## src/rtl/imm_gen_if.sv

```systemverilog
// Handshake bus for imm_gen_pipe: instruction/tag in, decoded immediate/format/tag out.
// master = upstream/downstream environment side, slave = the decoder pipeline.
interface imm_gen_if #(
    parameter int XLEN  = 32,
    parameter int TAG_W = 4
) ();
    logic             in_valid;
    logic             in_ready;
    logic [31:0]      in_instr;
    logic [TAG_W-1:0] in_tag;
    logic             out_valid;
    logic             out_ready;
    logic [XLEN-1:0]  out_imm;
    logic [2:0]       out_fmt;
    logic [TAG_W-1:0] out_tag;
    logic             out_illegal;

    modport master (
        output in_valid, in_instr, in_tag, out_ready,
        input  in_ready, out_valid, out_imm, out_fmt, out_tag, out_illegal
    );

    modport slave (
        input  in_valid, in_instr, in_tag, out_ready,
        output in_ready, out_valid, out_imm, out_fmt, out_tag, out_illegal
    );
endinterface

```

## src/rtl/imm_gen_pipe.sv

```systemverilog
// RISC-V immediate generator with one registered output stage and valid/ready flow control.
// Optional one-entry skid buffer enabled by defining IMM_GEN_PIPE_SKID_EN.
module imm_gen_pipe #(
    parameter int XLEN  = 32,
    parameter int TAG_W = 4
) (
    input logic      clk,
    input logic      rst_n,
    imm_gen_if.slave bus
);

    localparam logic [2:0] FMT_R   = 3'd0;
    localparam logic [2:0] FMT_I   = 3'd1;
    localparam logic [2:0] FMT_S   = 3'd2;
    localparam logic [2:0] FMT_B   = 3'd3;
    localparam logic [2:0] FMT_U   = 3'd4;
    localparam logic [2:0] FMT_J   = 3'd5;
    localparam logic [2:0] FMT_ILL = 3'd7;

    typedef struct packed {
        logic [XLEN-1:0]  imm;
        logic [2:0]       fmt;
        logic             illegal;
        logic [TAG_W-1:0] tag;
    } res_t;

    function automatic logic [XLEN-1:0] sext32(input logic signed [31:0] v);
        return {{(XLEN-31){v[31]}}, v[30:0]};
    endfunction

    // Shift-immediate forms carry funct7 in the upper bits; only the shamt is returned.
    function automatic logic signed [31:0] shamt_imm(input logic [31:0] instr);
        logic signed [31:0] s;
        if (XLEN == 64) s = {26'b0, instr[25:20]};
        else            s = {27'b0, instr[24:20]};
        return s;
    endfunction

    function automatic res_t decode(input logic [31:0] instr, input logic [TAG_W-1:0] tag);
        res_t               r;
        logic signed [31:0] imm32;
        imm32     = '0;
        r.fmt     = FMT_R;
        r.illegal = 1'b0;
        r.tag     = tag;
        case (instr[6:0])
            7'b0010011: begin
                r.fmt = FMT_I;
                if (instr[13:12] == 2'b01) imm32 = shamt_imm(instr);
                else                       imm32 = {{20{instr[31]}}, instr[31:20]};
            end
            7'b0000011, 7'b1100111, 7'b1110011: begin
                r.fmt = FMT_I;
                imm32 = {{20{instr[31]}}, instr[31:20]};
            end
            7'b0100011: begin
                r.fmt = FMT_S;
                imm32 = {{20{instr[31]}}, instr[31:25], instr[11:7]};
            end
            7'b1100011: begin
                r.fmt = FMT_B;
                imm32 = {{19{instr[31]}}, instr[31], instr[7], instr[30:25], instr[11:8], 1'b0};
            end
            7'b0110111, 7'b0010111: begin
                r.fmt = FMT_U;
                imm32 = {instr[31:12], 12'b0};
            end
            7'b1101111: begin
                r.fmt = FMT_J;
                imm32 = {{11{instr[31]}}, instr[31], instr[19:12], instr[20], instr[30:21], 1'b0};
            end
            7'b0110011: begin
                r.fmt = FMT_R;
            end
            default: begin
                r.fmt     = FMT_ILL;
                r.illegal = 1'b1;
            end
        endcase
        r.imm = sext32(imm32);
        return r;
    endfunction

    res_t in_res_p0;
    res_t out_p1;
    logic out_vld_p1;
    logic accept;
    logic out_free;

    always_comb begin
        in_res_p0 = decode(bus.in_instr, bus.in_tag);
    end

    assign out_free = bus.out_ready || !out_vld_p1;
    assign accept   = bus.in_valid && bus.in_ready;

`ifdef IMM_GEN_PIPE_SKID_EN
    res_t skid_p0;
    logic skid_vld_p0;

    // in_ready comes straight from a flop so upstream never sees a path from out_ready.
    assign bus.in_ready = !skid_vld_p0;

    always_ff @(posedge clk or negedge rst_n) begin
        if (!rst_n) begin
            out_vld_p1  <= 1'b0;
            out_p1      <= '0;
            skid_vld_p0 <= 1'b0;
        end else if (out_free) begin
            if (skid_vld_p0) begin
                out_p1      <= skid_p0;
                out_vld_p1  <= 1'b1;
                skid_vld_p0 <= 1'b0;
            end else if (accept) begin
                out_p1     <= in_res_p0;
                out_vld_p1 <= 1'b1;
            end else begin
                out_vld_p1 <= 1'b0;
            end
        end else if (accept) begin
            skid_vld_p0 <= 1'b1;
        end
    end

    always_ff @(posedge clk) begin
        if (accept && !out_free) skid_p0 <= in_res_p0;
    end
`else
    assign bus.in_ready = out_free;

    always_ff @(posedge clk or negedge rst_n) begin
        if (!rst_n) begin
            out_vld_p1 <= 1'b0;
            out_p1     <= '0;
        end else if (accept) begin
            out_p1     <= in_res_p0;
            out_vld_p1 <= 1'b1;
        end else if (bus.out_ready) begin
            out_vld_p1 <= 1'b0;
        end
    end
`endif

    // ---- output stage p1 ----
    assign bus.out_valid   = out_vld_p1;
    assign bus.out_imm     = out_p1.imm;
    assign bus.out_fmt     = out_p1.fmt;
    assign bus.out_tag     = out_p1.tag;
    assign bus.out_illegal = out_p1.illegal;

endmodule
```

## src/flat_wrapper.sv

```systemverilog
// flat-port wrapper written by rule: the top's interface ports become plain ports
module imm_gen_pipe_flat 
#(
    parameter int XLEN  = 32,
    parameter int TAG_W = 4
)
  (clk, rst_n, bus_in_valid, bus_in_instr, bus_in_tag, bus_out_ready, bus_in_ready, bus_out_valid, bus_out_imm, bus_out_fmt, bus_out_tag, bus_out_illegal);
  imm_gen_if #(.XLEN(XLEN), .TAG_W(TAG_W)) bus_i ();
  input logic clk;
  input logic rst_n;
  input wire logic [$bits(bus_i.in_valid)-1:0] bus_in_valid;
  input wire logic [$bits(bus_i.in_instr)-1:0] bus_in_instr;
  input wire logic [$bits(bus_i.in_tag)-1:0] bus_in_tag;
  input wire logic [$bits(bus_i.out_ready)-1:0] bus_out_ready;
  output wire logic [$bits(bus_i.in_ready)-1:0] bus_in_ready;
  output wire logic [$bits(bus_i.out_valid)-1:0] bus_out_valid;
  output wire logic [$bits(bus_i.out_imm)-1:0] bus_out_imm;
  output wire logic [$bits(bus_i.out_fmt)-1:0] bus_out_fmt;
  output wire logic [$bits(bus_i.out_tag)-1:0] bus_out_tag;
  output wire logic [$bits(bus_i.out_illegal)-1:0] bus_out_illegal;
  assign bus_i.in_valid = bus_in_valid;
  assign bus_i.in_instr = bus_in_instr;
  assign bus_i.in_tag = bus_in_tag;
  assign bus_i.out_ready = bus_out_ready;
  assign bus_in_ready = bus_i.in_ready;
  assign bus_out_valid = bus_i.out_valid;
  assign bus_out_imm = bus_i.out_imm;
  assign bus_out_fmt = bus_i.out_fmt;
  assign bus_out_tag = bus_i.out_tag;
  assign bus_out_illegal = bus_i.out_illegal;
  imm_gen_pipe #(.XLEN(XLEN), .TAG_W(TAG_W)) u_core (.clk(clk), .rst_n(rst_n), .bus(bus_i));
endmodule
```

## config.mk

```make
export PLATFORM = sky130hd
export DESIGN_NAME = imm_gen_pipe_flat
export DESIGN_NICKNAME = d
export VERILOG_FILES = /design/src/rtl/imm_gen_if.sv /design/src/rtl/imm_gen_pipe.sv /design/src/flat_wrapper.sv
export SDC_FILE = /design/constraint.sdc
export NUM_CORES = 1
export LEC_CHECK = 0
export BUFFER_PORTS_ARGS = -buffer_cell sky130_fd_sc_hd__buf_4
export CAP_MARGIN = 20
export CORE_MARGIN = 2
export CORE_UTILIZATION = 48
export DETAILED_ROUTE_END_ITERATION = 16
export PLACE_DENSITY_LB_ADDON = 0.2
export SLEW_MARGIN = 40
export SYNTH_ARGS = -nofsm -noshare
export SYNTH_HDL_FRONTEND = slang
export SYNTH_SLANG_ARGS = --single-unit
```

## constraint.sdc

```tcl
create_clock -name clk -period 1.4 [get_ports clk]
set_input_delay 0 -clock clk [delete_from_list [all_inputs] [get_ports clk]]
set_output_delay 0 -clock clk [all_outputs]
set_load 0.01 [all_outputs]
```

-- Yosys cells after proc, flatten, opt, wreduce, memory -nomap -nowiden
Index checks and enable logic that the tools add are counted.
- bits in writable memories: 0
- memories kept: 0
- output and inout bits: 42
- bits in read-only memories: 0
- word-level logic and storage cells: 30
- latch bits: 0
- input port bits: 40
- register bits after elaboration: 41
- muxes and demuxes: 6
- shift operators: 0
- bitwise gates (word level): 0
- multiply operators: 0
- magnitude comparators: 0
- eq/ne operators: 11
- reduce and logical (&&, ||, !) cells: 8
- div/mod/pow operators: 0
- $add $sub $neg: 0
- operator list (operator ; count):
    32-bit case mux with 6 select lines ; 1
    32-bit 2-to-1 mux ; 1
    7-bit equality test (second input constant) ; 4
    7-bit by 6-bit equality test with 1-bit output (second input constant) ; 3
    3-bit case mux with 6 select lines ; 1
    7-bit by 5-bit equality test with 1-bit output (second input constant) ; 2
    10-bit OR reduction ; 1
    7-bit by 2-bit equality test with 1-bit output (second input constant) ; 1
    4-bit OR reduction ; 1
    1-bit 2-to-1 mux ; 3
    3-bit OR reduction ; 1
    2-bit by 1-bit equality test with 1-bit output (second input constant) ; 1
    2-bit nonzero test ; 1
    2-bit OR reduction ; 1
    1-bit logical AND ; 1
    1-bit zero test ; 1
    1-bit logical OR ; 1

-- Logic depth before layout (Yosys ltp)
Gate-level depths: netlist of run 1.
- depth in word-level cells: 4
- depth in mapped cells: 7
- depth with buffers taken out: 5

-- Worst setup path before layout of run 1
OpenSTA, ideal clock, no wires.
- path type: register to register
- start: register u_core.out_vld_p1, in the netlist u_core.bus.out_valid
- end: register u_core.out_p1, in the netlist u_core.bus.out_imm[10]
- setup time: 83 ps
- setup slack: -16 ps
- path buffers: 2
- cell stages (with the launch flop): 7
- clock period less this slack: 1416 ps
- required time: 1317 ps
- data arrival time: 1334 ps
- path through: dfrtp_1 -> nand2b_1 -> and2_1 -> clkbuf_1 -> clkbuf_1 -> nand2_1 -> o21ai_0
- word-level cells in the longest chain between the ends: 3
- ends and longest elaborated chain (element ; line ; text):
    start, declared ; imm_gen_pipe.sv:86 ; logic out_vld_p1;
    start signal, assigned ; imm_gen_pipe.sv:133 ; out_vld_p1 <= 1'b0;
    start signal, assigned ; imm_gen_pipe.sv:137 ; out_vld_p1 <= 1'b1;
    start signal, assigned ; imm_gen_pipe.sv:139 ; out_vld_p1 <= 1'b0;
    1-bit zero test ; imm_gen_pipe.sv:94 ; assign out_free = bus.out_ready || !out_vld_p1;
    1-bit logical OR ; imm_gen_pipe.sv:94 ;
    named net bus_in_ready ; flat_wrapper.sv:15 ; output wire logic [$bits(bus_i.in_ready)-1:0] bus_in_ready;
    1-bit logical AND ; imm_gen_pipe.sv:95 ; assign accept = bus.in_valid && bus.in_ready;
    end signal, assigned ; imm_gen_pipe.sv:136 ; out_p1 <= in_res_p0;
    end, declared ; imm_gen_pipe.sv:85 ; res_t out_p1;
The timed path passes the listed nets, and every way through them passes these cells.
A chain may end at the register's enable or synchronous reset.

-- Worst setup path after layout of run 1
- start: register u_core.out_vld_p1, in the netlist u_core.bus.out_valid
- end: register u_core.out_p1, in the netlist u_core.bus.out_imm[13]
- word-level cells in the longest chain between the ends: 3
- ends and longest elaborated chain (element ; line):
    1-bit zero test ; imm_gen_pipe.sv:94
    1-bit logical OR ; imm_gen_pipe.sv:94
    1-bit logical AND ; imm_gen_pipe.sv:95
No other way between the ends.

==> impl_metrics.yaml, run 1 <==
outcome:
  outcome: "finished clean"
timing:
  maxSlewHeadroom_pct: 66.1
  drv_slew: 0
  skew_ns: 0.00662
  whs_ns: 0.00171
  tightest_slew_ns: 0.506
  hold_viol: 0
  period_needed_ns: 1.30
  period_share_pct: 93.2
  setup_violations: 0
  tns_ns: 0
  rsz0062_at_grt: "yes"
  fmax_mhz: 767
route:
  drc: 0
  drtIter0Drc: 142
  vias: 1995
  viasPerCell: 5.35
  ant_nets: 0
  drt_first_pass_iters: 4
  routed_wl_um: 5660
  wl_per_cell_um: 15.2
synthesis:
  ys_types: 40
  yosysWarnings: 0
  synth.ff_latch_count: 41
  syn_area_per_cell_um2: 9.39
  synth_mux_area_share_pct: 0
  synth_top_family_by_area: "compound AO/OA/AOI/OAI gates"
  synth_compound_area_share_pct: 26.7
  synth.cell_area_um2: 2060
  synth_nets: 259
  netlist_instances: 219
  synth-simple-area-share_pct: 18.6
  yosysSeqAreaShare_pct: 49.9
  synthXorXnorAreaFrac_pct: 0
  synth_fa_ha_area_share_pct: 0
clock_tree:
  post_cts_buffers: 0
  cts_tree: "done"
  cts_max_path_buffers: 2
  numCtsBuffers: 5
  cts.sinks: 41
  clk_pin_slew_ns: 0.08
  insertion_delay_ns: 0.29
  h-tree-depth: 2
  clockRootBuffer: "clkbuf_8"
die:
  die_w_um: 69.4
  fp-row-count: 23
  ioPinCount: 82
  fp.dieH_um: 69.4
  core_region_area_um2: 4060
  initial_core_util_pct: 50.7
  die_area_um2: 4820
placement:
  placement.cell_area_um2: 2740
  gp_congestion: 0.890
  place_hpwl_um: 3940
  placed_cells: 344
  port_buffers: 81
grt:
  overflow: 0
  grt_pass1_vias: 2077
  grt_usage_pct: 25.1
  grt_pass1_wl_um: 9800
  antenna_found_initial: 0
  grt_max_degree: 42
worst_setup_path:
  slowest_delay_ns: 0.38
  worstSetupPathType: "reg2reg"
  crit_path_start_kind: "flop"
  arrival_ns: 1.47
  critPathRequiredTime_ns: 1.57
  cp_top_family: "flip-flops"
  slowest_stage: "dfrtp_1"
  crit_fanout: 26
  crit_path_end_kind: "flop"
  cp_num_buf_inv: 1
  cp_cell_sequence: "nand2b_1 -> nand2_2 -> buf_12 -> a21oi_4 -> a21oi_1"
cells_and_area:
  layout_common_cells: "87 x buf_4, 42 x nand2_1, 41 x dfrtp_1, 33 x a21oi_1, 22 x dlygate4sd3_1"
  design_area_um2: 3080
  drive_gt1_share_pct: 37.5
  final_common_cell: "buf_4"
  nets: 363
  instances_no_fill: 373
  n_antenna_cell: 0
  syn2layout_area_growth_pct: 49.6
pwr:
  power_mw: 2.89
  p_leak_nw: 1.42
  ir_worst_vdd_v: 0.000757
  power_density_nw_per_um2: 941
hold_path:
  hold_class: "in2reg"
run:
  maxCapViolCount: 0
==> metal layers <==
layer	track usage (%)	routed length [um]	up-vias
met5	0	0	-
met4	6.32	76	0
met3	6.98	418	9
met2	41.7	2750	78
met1	32.6	2410	940
li1	-	-	968
==> where the power goes <==
part	switching [mW]	internal (mW)	leakage [nW]
clock	0.413	0.519	0.0540
sequential	0.0510	1.27	0.520
combinational	0.316	0.325	0.850
total	0.781	2.11	1.42
==> tightest hold or removal path, cell delays in order <==
cell and delay, ns:
buf_4 0.08, a32oi_1 0.05, a21oi_1 0.13
==> metrics by stage <==
stage               util [%]  worst slack, ns
floorplan                  -          0.00499
global placement        67.5           0.0188
detailed placement      67.5          -0.0706
CTS                     75.7           0.0283
global route            75.8         -0.00716
finish                  75.8           0.0954
==> logic make-up (layout without fill, tap and decap cells) <==
kind of cell	after synthesis	in the layout
compound gates	79	79
buf+inv	17	121
flops	41	41
simple gates	82	82
==> cell type report <==
| cell class | instances | area, um2 |
|---|---|---|
| clock buffers | 5 | 68.8 |
| clock inverters | 2 | 35.0 |
| fillers | 305 | 982 |
| inverters | 2 | 7.51 |
| multi-input cells | 161 | 942 |
| flip-flops and latches | 41 | 1030 |
| well taps | 50 | 62.6 |
| repair buffers | 112 | 933 |
==> path summary, 6_finish.rpt <==
path                                       startpoint                      to  slack [ns]  depth (start not counted)
worst max-delay path             u_core.bus.out_valid  u_core.bus.out_imm[13]         0.1                          5
worst min-delay path                  bus_in_instr[8]   u_core.bus.out_imm[1]       0.002                          3
worst min register to register  u_core.bus.out_fmt[0]   u_core.bus.out_fmt[0]        0.48                          1
min in group asynchronous                       rst_n    u_core.bus.out_valid        0.20                          2
worst max register to register   u_core.bus.out_valid  u_core.bus.out_imm[13]         0.1                          5
max in group asynchronous                       rst_n   u_core.bus.out_imm[2]        0.83                          2
==> registers in the layout, indices dropped and copies added (netlist names) <==
signal,flops
u_core.bus.out_valid,1
u_core.bus.out_tag,4
u_core.bus.out_imm,32
u_core.bus.out_illegal,1
u_core.bus.out_fmt,3
==> repair_timing <==
| action | CTS | global route |
|---|---|---|
| resized for setup | 1 | 2 |
| gates cloned | 0 | 0 |
| hold buffers | 22 | 0 |
| setup endpoints to repair | 8 | 29 |
| hold endpoints to repair | 62 | 0 |
==> synthesized netlist by cell type, drive strengths merged <==
cell     n  area, um2
nor2b    3       21.3
clkbuf   7       26.3
nand3    4       25.0
nand4    1       6.26
nor3     2       10.0
a21o     1       7.51
a21oi   45        278
a22o     4       43.8
o22ai    1       6.26
nand3b   2       15.0
nand2b   2       12.5
o211ai   1       12.5
o21a     2       15.0
buf      8       65.1
nor2    19       76.3
and2     3       18.8
nand2   43        161
a32o     1       10.0
a32oi    4       35.0
o22a     2       17.5
a211oi   2       27.5
dfrtp   41       1030
o21bai   1       11.3
and3     1       6.26
nor4     1       21.3
inv      2       7.51
a31oi    5       31.3
o21ai   10       53.8
and2b    1       7.51
No activity file was read; power rests on OpenSTA's default activity.
==> inputs of run 2 (changes only) <==
- ABC_CLOCK_PERIOD_IN_PS: not set -> 1400
- BUFFER_PORTS_ARGS: -buffer_cell sky130_fd_sc_hd__buf_4 -> -buffer_cell sky130_fd_sc_hd__buf_2
==> run 2 against run 1 <==
Compared with the run above: non-clock buffer count increased by 6; die area unchanged; sequential power about the same; the run now ends with hold timing left; total power about the same; sequential share of layout area increased by 1.6 points; count of clock-buffer cells in the layout increased by 1; wire length increased by 1.5%; cell count increased by 1.9%.
==> impl_metrics.yaml, run 2 (synthesis gave the netlist of run 1 again) <==
outcome:
  outcome: "complete, but fails checks"
  violations: "hold timing"
die:
  die_w_um: 69.4
  fp-row-count: 23
  die_area_um2: 4820
  initial_core_util_pct: 50.7
  core_region_area_um2: 4060
  ioPinCount: 82
  fp.dieH_um: 69.4
cells_and_area:
  regArea_um2: 1030
  largest_reg_flops: 32
  nFillCells: 321
  syn2layout_area_growth_pct: 42.6
  final_common_cell: "buf_2"
  n_antenna_cell: 0
  layout_common_cells: "81 x buf_2, 42 x nand2_1, 41 x dfrtp_1, 33 x a21oi_1, 23 x dlygate4sd3_1"
  multiInputGateArea_um2: 950
  drive_gt1_share_pct: 38.8
  nets: 369
clock_tree:
  h-tree-depth: 2
  numCtsBuffers: 5
  clockRootBuffer: "clkbuf_8"
  cts_max_path_buffers: 2
  insertion_delay_ns: 0.30
  clk_pin_slew_ns: 0.08
  cts.sinks: 41
  cts_tree: "done"
placement:
  gp_congestion: 0.857
  post-place-ws_ns: -0.0499
  place_hpwl_um: 4000
  port_buffers: 81
timing:
  fmax_mhz: 797
  setup_violations: 0
  hold_viol: 1
  tightest_slew_ns: 0.619
  period_needed_ns: 1.25
  maxSlewHeadroom_pct: 58.7
  fin_ws_ns: 0.146
  whs_ns: -0.00619
  period_share_pct: 89.6
  skew_ns: 0.00363
  drv_slew: 0
  rsz0062_at_grt: "no"
hold_path:
  min_from: "bus_out_ready"
  hold_class: "in2reg"
pwr:
  p_leak_nw: 1.40
  power_density_nw_per_um2: 987
  ir_worst_vdd_v: 0.000656
  power_mw: 2.89
route:
  vias: 2037
  wl_per_cell_um: 15.1
  drtIter0Drc: 106
  viasPerCell: 5.36
  ant_nets: 0
  routed_wl_um: 5740
  drt_first_pass_iters: 4
  drc: 0
worst_setup_path:
  arrival_ns: 1.42
  crit_path_end_kind: "flop"
  crit_path_start_kind: "flop"
  crit_fanout: 25
  cp_cell_sequence: "nand2b_4 -> nand2_2 -> buf_12 -> a21oi_4 -> a21oi_1"
  slowest_stage: "dfrtp_1"
  critPathRequiredTime_ns: 1.57
  worstSetupPathType: "reg2reg"
  timing.rr.start: "u_core.bus.out_valid"
  crit_path_start: "u_core.bus.out_valid"
  slowest_delay_ns: 0.41
grt:
  grt_pass1_wl_um: 9650
  grt_pass1_vias: 1989
  antenna_found_initial: 0
  overflow: 0
  grt_max_degree: 29
  grt_usage_pct: 24.9
run:
  maxCapViolCount: 0
## run 2: worst paths after layout
path | cells past startpoint | end | slack [ns]
setup reg to reg | 5 | u_core.bus.out_imm[13] | 0.15
hold / removal | 3 | u_core.bus.out_valid | -0.006
min in group asynchronous | 2 | u_core.bus.out_valid | 0.25
max in group asynchronous | 3 | u_core.bus.out_imm[3] | 0.60
hold reg to reg | 1 | u_core.bus.out_fmt[0] | 0.47
setup / recovery | 5 | u_core.bus.out_imm[13] | 0.15
## run 2: layout make-up
| class | instances | share of cell area, % |
|---|---|---|
| tap | 50 | 2.13 |
| inverter | 2 | 0.256 |
| clock inverter | 2 | 1.28 |
| sequential | 41 | 35.0 |
| multi-input combinational | 161 | 32.4 |
| timing repair buffer | 118 | 26.1 |
| clock buffer | 6 | 2.82 |
## run 2: metrics by stage
stage / instances / cell area [um2] / setup TNS, ns / utilization (%)
6_report: 380 / 2930 / 0 / 72.2
4_1_cts: 380 / 2920 / 0 / 72.0
3_3_place_gp: 349 / 2560 / 0 / 63.2
5_1_grt: 380 / 2930 / 0 / 72.2
3_5_place_dp: 349 / 2560 / -0.329 / 63.2
2_1_floorplan: 219 / 2060 / 0 / -
## run 2: power by group
part / switching [mW] / internal (mW)
registers: 0.0496 / 1.27
clock network: 0.417 / 0.580
logic: 0.319 / 0.259
total: 0.785 / 2.11
## run 2: worst max-delay path: cells and delay by family, from the launching register on
kind	cells	cell delay, ns
flops	1	0.41
compound gates	2	0.35
simple gates	2	0.19
buf+inv	1	0.18
## run 2: what timing repair did
action / 4_1_cts / 5_1_grt
resized for setup: 1 / 3
setup endpoints to repair: 8 / 24
hold endpoints to repair: 48 / 0
pin swaps: 0 / 0
buffers inserted: 0 / 0
hold buffers: 23 / 0
## run 2: layer usage
| layer | global-route usage, % | wire, um |
|---|---|---|
| met1 | 32.1 | 2460 |
| met4 | 5.45 | 69 |
| met3 | 6.54 | 384 |
| met5 | 0 | 0 |
| met2 | 42.3 | 2830 |
==> inputs of run 3 (changes only) <==
- BUFFER_PORTS_ARGS: -buffer_cell sky130_fd_sc_hd__buf_2 -> -buffer_cell sky130_fd_sc_hd__clkbuf_2
==> run 3 against run 2 <==
Compared with the run above: the flow still finishes with violations (hold timing); clock power down 16%; cell count up 1.3%; sequential share of layout area about the same; global-route usage up 0.070 points; sequential power about the same; die area unchanged; largest cell class unchanged; worst hold slack about the same; total power down 5.4%; wire length down 1.0%; register-to-register slack worse by 0.02 ns; largest power group unchanged.
==> impl_metrics.yaml, run 3 (synthesis gave the netlist of run 1 again) <==
outcome:
  outcome: "complete, but fails checks"
  violations: "hold timing"
worst_setup_path:
  endpoint: "u_core.bus.out_imm[14]"
  critPathRequiredTime_ns: 1.58
  ff2ff_setup_slack_ns: 0.13
  crit_path_start: "u_core.bus.out_valid"
  crit_path_end_kind: "flop"
  crit_path_start_kind: "flop"
  reg2regPathDepth: 5
  arrival_ns: 1.45
  crit_fanout: 8
  r2r-end: "u_core.bus.out_imm[14]"
  timing.rr.start: "u_core.bus.out_valid"
  worstSetupPathType: "reg2reg"
cells_and_area:
  nets: 374
  nFillCells: 298
  final_common_cell: "clkbuf_2"
  largest_reg_flops: 32
  n_antenna_cell: 0
  regArea_um2: 1030
  layout_common_cells: "81 x clkbuf_2, 42 x nand2_1, 41 x dfrtp_1, 33 x a21oi_1, 21 x dlygate4sd3_1"
  syn2layout_area_growth_pct: 42.4
  drive_gt1_share_pct: 40.3
  multiInputGateArea_um2: 950
clock_tree:
  numCtsBuffers: 5
  clockRootBuffer: "clkbuf_8"
  cts_tree: "done"
  clk_pin_slew_ns: 0.08
  cts_max_path_buffers: 2
  post_cts_buffers: 0
  h-tree-depth: 2
  cts.sinks: 41
  insertion_delay_ns: 0.30
pwr:
  power_mw: 2.74
  power_density_nw_per_um2: 935
  ir_worst_vdd_v: 0.000738
  p_leak_nw: 1.42
grt:
  grt_pass1_wl_um: 9720
  grt_usage_pct: 25.0
  grt_max_degree: 42
  antenna_found_initial: 0
  grt_pass1_vias: 2072
  overflow: 0
hold_path:
  hold_class: "in2reg"
timing:
  setup_violations: 0
  rsz0062_at_grt: "no"
  tightest_slew_ns: 0.688
  fmax_mhz: 785
  period_needed_ns: 1.27
  drv_slew: 0
  whs_ns: -0.00633
  period_share_pct: 91.0
  skew_ns: 0.00539
  hold_viol: 1
  maxSlewHeadroom_pct: 54.1
placement:
  port_buffers: 81
  gp_congestion: 0.898
  place_hpwl_um: 4010
route:
  ant_nets: 0
  drc: 0
  routed_wl_um: 5680
  drt_first_pass_iters: 4
  wl_per_cell_um: 14.8
  vias: 2078
  drtIter0Drc: 109
  viasPerCell: 5.40
die:
  initial_core_util_pct: 50.7
  fp-row-count: 23
  fp.dieH_um: 69.4
  core_region_area_um2: 4060
  die_w_um: 69.4
  ioPinCount: 82
  die_area_um2: 4820
run:
  maxCapViolCount: 0
-- run 3: changes by cell type in the layout (fill, tap and decap cells not counted), sizes merged --
cell / previous run / this run
clkinv: 0 / 2
clkbuf: 6 / 87
buf: 95 / 21
dlygate4sd3: 23 / 21
bufinv: 1 / 0
clkinvlp: 1 / 0
-- run 3: cell type report --
type,instances,share of cell area (%)
clock buffers,6,2.82
well taps,50,2.14
inverters,2,0.256
multi-input cells,161,32.4
clock inverters,2,0.470
flip-flops and latches,41,35.0
repair buffers,123,26.8
-- run 3: report_power, final --
| part | switching, mW | internal, mW | leakage (nW) |
|---|---|---|---|
| logic | 0.320 | 0.258 | 0.845 |
| registers | 0.0520 | 1.27 | 0.520 |
| clock network | 0.436 | 0.400 | 0.0512 |
-- run 3: what timing repair did --
item	4_1_cts	5_1_grt
hold endpoints to repair	61	0
hold buffers	21	0
gates resized for setup	2	2
endpoints found under the setup margin	8	31
-- run 3: worst min path at each step --
| stage | startpoint | endpoint | slack (ns) | cells after the start |
|---|---|---|---|---|
| 6_report | bus_out_ready | u_core.bus.out_valid | -0.006 | 3 |
| 5_1_grt | bus_out_ready | u_core.bus.out_valid | 0.01 | 3 |
| 4_1_cts | bus_in_instr[10] | u_core.bus.out_imm[3] | 0.005 | 3 |
| 3_5_place_dp | rst_n | u_core.bus.out_fmt[0] | 0.1 | 2 |
| 3_3_place_gp | rst_n | u_core.bus.out_fmt[0] | 0.09 | 2 |
| 2_1_floorplan | rst_n | u_core.bus.out_fmt[0] | -0.30 | 0 |
-- run 3: worst max-delay path, cell delays in order, from the launching register on --
cell and delay, ns:
dfrtp_1 0.41, nand2b_4 0.10, nand2_2 0.11, buf_4 0.17
a21oi_4 0.24, a21oi_1 0.11
-- run 3: per-layer routing --
layer / GRT usage [%] / part of all wire (%) / vias up
met2: 40.9 / 49 / 82
met3: 5.23 / 5.8 / 8
li1: - / - / 994
met1: 33.6 / 44 / 994
met4: 7.41 / 1.7 / 0
met5: 0 / 0 / -
-- run 3: per-stage QoR --
| stage | std cells | worst slack [ns] | instance area (um2) | utilization [%] | TNS [ns] |
|---|---|---|---|---|---|
| floorplan | 219 | 0.00499 | 2060 | - | 0 |
| global placement | 356 | -0.0675 | 2600 | 64.1 | -0.820 |
| detailed placement | 356 | -0.126 | 2600 | 64.1 | -1.59 |
| CTS | 385 | 0.0542 | 2920 | 71.9 | 0 |
| global route | 385 | 0.0401 | 2930 | 72.2 | 0 |
| finish | 385 | 0.126 | 2930 | 72.2 | 0 |
